`src/rtl/gpu_cmd_fifo.sv`:
```
// GP0/GP1 command front-end: GP0 word FIFO with valid/ready drain, single-entry GP1 latch.
// Optional dropped-word counter on ovf_cnt is built only when GPU_CMD_FIFO_OVFCNT_EN is defined.
module gpu_cmd_fifo #(
  parameter int DATA_W     = 32,
  parameter int DEPTH      = 16,
  parameter int RDY_MARGIN = 2
) (
  input  logic                     clk,
  input  logic                     rst,
  input  logic                     to_gp0,
  input  logic                     to_gp1,
  input  logic [DATA_W-1:0]        main_bus,
  output logic [DATA_W-1:0]        gp0_data,
  output logic                     gp0_valid,
  input  logic                     gp0_ready,
  output logic [DATA_W-1:0]        gp1_data,
  output logic                     gp1_valid,
  input  logic                     gp1_ack,
  output logic [$clog2(DEPTH):0]   fifo_count,
  output logic                     fifo_full,
  output logic                     cmd_rdy,
  output logic                     overflow,
  output logic [7:0]               ovf_cnt
);

  localparam int PTR_W = $clog2(DEPTH);
  localparam int CNT_W = PTR_W + 1;
  localparam logic [PTR_W-1:0] PTR_ONE     = PTR_W'(1);
  localparam logic [CNT_W-1:0] CNT_ONE     = CNT_W'(1);
  localparam logic [CNT_W-1:0] CNT_FULL    = CNT_W'(DEPTH);
  localparam logic [CNT_W-1:0] CNT_RDY_MAX = CNT_W'(DEPTH - RDY_MARGIN);

  logic [DATA_W-1:0] mem [DEPTH];
  logic [PTR_W-1:0]  wr_ptr;
  logic [PTR_W-1:0]  rd_ptr;
  logic [CNT_W-1:0]  count;
  logic [7:0]        gp1_op;
  logic              flush;
  logic              push;
  logic              pop;
  logic              drop;

  assign gp1_op = main_bus[DATA_W-1:DATA_W-8];
  assign flush  = to_gp1 && ((gp1_op == 8'h00) || (gp1_op == 8'h01));
  assign pop    = gp0_valid && gp0_ready;
  // GP1 strobes take the bus, so a simultaneous GP0 strobe is lost.
  assign push   = to_gp0 && !to_gp1 && (!fifo_full || pop);
  assign drop   = to_gp0 && !push;

  assign fifo_count = count;
  assign fifo_full  = (count == CNT_FULL);
  assign cmd_rdy    = (count <= CNT_RDY_MAX);
  assign gp0_valid  = (count != '0);
  assign gp0_data   = mem[rd_ptr];

  always_ff @(posedge clk or negedge rst) begin
    if (!rst) begin
      for (int i = 0; i < DEPTH; i++) mem[i] <= '0;
    end else if (push && !flush) begin
      mem[wr_ptr] <= main_bus;
    end
  end

  always_ff @(posedge clk or negedge rst) begin
    if (!rst) begin
      wr_ptr <= '0;
      rd_ptr <= '0;
      count  <= '0;
    end else if (flush) begin
      wr_ptr <= '0;
      rd_ptr <= '0;
      count  <= '0;
    end else begin
      if (push) wr_ptr <= wr_ptr + PTR_ONE;
      if (pop)  rd_ptr <= rd_ptr + PTR_ONE;
      case ({push, pop})
        2'b10:   count <= count + CNT_ONE;
        2'b01:   count <= count - CNT_ONE;
        default: count <= count;
      endcase
    end
  end

  // Flush wins over a dropped word landing in the same cycle.
  always_ff @(posedge clk or negedge rst) begin
    if (!rst) begin
      overflow <= 1'b0;
    end else if (flush) begin
      overflow <= 1'b0;
    end else if (drop) begin
      overflow <= 1'b1;
    end
  end

  always_ff @(posedge clk or negedge rst) begin
    if (!rst) begin
      gp1_data  <= '0;
      gp1_valid <= 1'b0;
    end else if (to_gp1) begin
      gp1_data  <= main_bus;
      gp1_valid <= 1'b1;
    end else if (gp1_ack) begin
      gp1_valid <= 1'b0;
    end
  end

`ifdef GPU_CMD_FIFO_OVFCNT_EN
  always_ff @(posedge clk or negedge rst) begin
    if (!rst) begin
      ovf_cnt <= 8'h00;
    end else if (drop && (ovf_cnt != 8'hFF)) begin
      ovf_cnt <= ovf_cnt + 8'h01;
    end
  end
`else
  assign ovf_cnt = 8'h00;
`endif

endmodule

```
`config.mk`:
```
export PLATFORM = sky130hd
export DESIGN_NAME = gpu_cmd_fifo
export DESIGN_NICKNAME = d
export VERILOG_FILES = /design/src/rtl/gpu_cmd_fifo.sv
export SDC_FILE = /design/constraint.sdc
export NUM_CORES = 1
export LEC_CHECK = 0
export BUFFER_PORTS_ARGS = -buffer_cell sky130_fd_sc_hd__buf_2
export CORE_MARGIN = 4
export CORE_UTILIZATION = 45
export CTS_CLUSTER_DIAMETER = 40
export DETAILED_ROUTE_END_ITERATION = 8
export GPL_TIMING_DRIVEN = 0
export HOLD_SLACK_MARGIN = 0.05
export RECOVER_POWER = 25
export SYNTH_ARGS = -nofsm -noshare
export SYNTH_HDL_FRONTEND = slang
export SYNTH_SLANG_ARGS = --single-unit
```
`constraint.sdc`:
```
create_clock -name clk -period 7.8 [get_ports clk]
set_input_delay 0.39 -clock clk [delete_from_list [all_inputs] [get_ports clk]]
set_output_delay 0.39 -clock clk [all_outputs]
set_load 0.02 [all_outputs]
```
==> out/qor.csv <==
metric;value;unit
status;finished with violations;
failing checks;max-capacitance violations, max-slew violations;
CP peak stage delay;2.22;ns
number of global-route vias before repair;15475;
clock share of power;0.286;
CTS Root Cell;clkbuf_16;
Worst-Margin Slew;3.001;ns
Area contributors post-synth;dfrtp_1, mux2_2, mux4_2;
Yosys cell types;42;
GR peak layer;met2;
DR vias;14187;
Port Buf Inserts;110;
most common cell after layout, fill and taps aside;dfrtp_1;
met2 usage;0.3388;
P&R area growth vs syn;17.75;%
Worst Setup Path Type;input port to async pin;
area leader, netlist;dfrtp_1;
RSZ-0062 raised after global routing;no;
skew final;0.02485;ns
Tmin final;4.686;ns
Chip Width;244.6;um
GRT met3 Usage;0.04178;
Final Hold Vio Count;0;
Clock Path Buffers;3;
Clock Latency Late Sink;0.62;ns
CP max-delay cell;clkbuf_2;
hold buffer count at cts;3;
GRT overflow;0;
GR Util met1;0.3148;
reg2reg start;fifo_count[1];
Synth Instances;1514;
Post-DP HPWL;40.03;mm
worst hold start;main_bus[3];
Max VDD drop;0.0002186;V
CP required;7.85;ns
most frequent cells in the layout;dfrtp_1, mux2_2, mux4_2;
Yosys warning count;0;
P_leak;0.01346;uW
Placer Congestion;0.7727;
worst hold path class;input port to register;
Worst R2R Setup Slack;4.65;ns
WL final;63.11;mm
initial antenna violation count;0;
Int Power;8925;uW
Net Sw Frac;0.3119;
clock sink total;559;
post-synth top area share;0.5554;
CTS resizes;0;
final-stage net count;1771;
pwr/cell area;437.4;nW/um^2
Reg power frac;0.368;
Clock transition at path regs;0.05;ns
CTS buffer count;83;
Avg Cell Area, Syn;16.64;um^2
R2R cell count;7;
Hold Crit Endpoint;gp1_data[3];
hold_ws;0.1243;ns
Setup Buffers After CTS;0;
Logic pwr share;0.346;
sequential share of the synthesized area;0.5554;
Worst Path Max Fanout;121;
core box area;55200;um^2
row cnt;86;
TritonCTS clock tree;done;
delay-heaviest family, CP;buffers and inverters;
first-pass iteration count of the detailed router;5;
hold depth;2;
FF-to-FF End;fifo_count[4];
Fmax achieved;213.4;MHz
Worst Path Buf+Inv;3;
drt wl/cell;24.86;um
filler cell count;4554;
die height;244.6;um
starting density of the core;0.4563;
Crit. End Element;async pin;
largest net degree at the start of global routing;122;
antenna diode count;0;
P_sw;4046;uW
GRT Overall Usage;0.2176;
IO Pins;120;
final period utilization;0.6008;
Finish-stage setup viols;0;
fraction of layout cells with a size suffix above 1;0.5807;
Pwr Total;12970;uW
Final Max Slew Viols;152;
startpoint types;input port;
Synth Register Bits;559;
critical path, cell by cell;dlygate4sd3_1 -> clkbuf_1 -> clkbuf_2;
first-pass GRT wire length;98.15;mm
CP Launch Point;rst;
CP arrival;4.73;ns
headroom to the max-slew limit;-1.001;
DRC violations left;0;
post-layout util;0.5372;
max_cap viols;2;
htree depth;3;
vias per cell;5.588;
die area;59820;um^2
number of DRC markers in iteration 0;854;
post-route ant nets;0;
area of the mapped netlist;25190;um^2
synthesized netlist by cell type, drive strengths merged:
cell type,instances
o21ai,2
nand4,1
or4,1
fa,1
nand2,8
dfrtp,559
conb,1
clkbuf,59
buf,78
a31oi,2
a41oi,1
nor2,27
mux4,160
mux2i,7
a21oi,5
nor4,2
mux2,546
xnor2,3
inv,8
ha,8
a211oi,3
nor3,1
nor4b,1
nor2b,2
a211o,1
o211ai,5
and2,1
xor2,3
nand2b,6
a21o,2
or3,4
nand3,5
a221oi,1
registers in the layout (all words and copies together) (netlist names):
| name | count |
|---|---|
| overflow | 1 |
| wr_ptr | 4 |
| gp1_data | 32 |
| fifo_count | 5 |
| rd_ptr | 4 |
| gp1_valid | 1 |
| mem | 512 |
routing by layer:
layer / part of all wire / vias up / wire length [um]
met4: 0.024 / 0 / 1491
li1: - / 6083 / -
met3: 0.047 / 90 / 2952
met2: 0.47 / 302 / 29710
met1: 0.46 / 7712 / 28950
met5: 0 / - / 0
worst reg2reg max path, cell delays in order, from the launching register on:
cell and delay (ns):
dfrtp_1 0.44, nor4_2 0.75, a211oi_1 0.33, ha_1 0.43, nand2b_1 0.10, a21oi_1 0.37
mux2_2 0.39, a221oi_1 0.25
cell families (layout without fill, tap and decap cells):
group,count (synthesis),in the layout,share of synthesized area
compound gates,22,22,0.007054
buf+inv,145,415,0.02916
flops,559,559,0.5554
simple gates,59,59,0.01138
other cells,1,8,0.0001489
xor+xnor,6,6,0.002087
fa+ha+maj,9,9,0.004769
mux,713,713,0.3900
stage by stage:
stage / worst slack, ns / cells / setup TNS, ns / cell area [um^2]
after floorplan: 4.967 / 1521 / 0 / 25210
after global placement: -5.180 / 2379 / -2828.48 / 26700
after detailed placement: 4.324 / 2384 / 0 / 26850
after CTS: 3.651 / 2539 / 0 / 29690
after global routing: 2.170 / 2539 / 0 / 29660
final: 3.114 / 2539 / 0 / 29660
power groups by stage:
| stage | combinational [uW] | sequential, uW | clock (uW) |
|---|---|---|---|
| floorplan | 3350 | 4620 | 0 |
| global placement | 4470 | 4740 | 0 |
| detailed placement | 4570 | 4800 | 0 |
| CTS | 4580 | 4760 | 3790 |
| global route | 4840 | 4920 | 3930 |
| finish | 4490 | 4770 | 3710 |
cell type report:
class	count	area, um^2	share of cell area
flip-flops and latches	559	13990	0.4717
multi-input cells	817	10490	0.3537
clock buffers	106	2327	0.07847
well taps	748	935.9	0.03156
plain buffers	137	705.7	0.02380
repair buffers	118	694.4	0.02342
clock inverters	46	485.5	0.01637
inverters	8	30.03	0.001013
worst max-delay path by stage:
| stage | cells after the start | endpoint |
|---|---|---|
| 6_report | 3 | mem[494] |
| 5_1_grt | 3 | mem[205] |
| 4_1_cts | 5 | gp0_data[26] |
| 3_5_place_dp | 5 | gp0_data[26] |
| 3_3_place_gp | 1 | gp1_data[23] |
| 2_1_floorplan | 10 | fifo_count[4] |
Note: power is estimated with default switching activity, not from simulation.
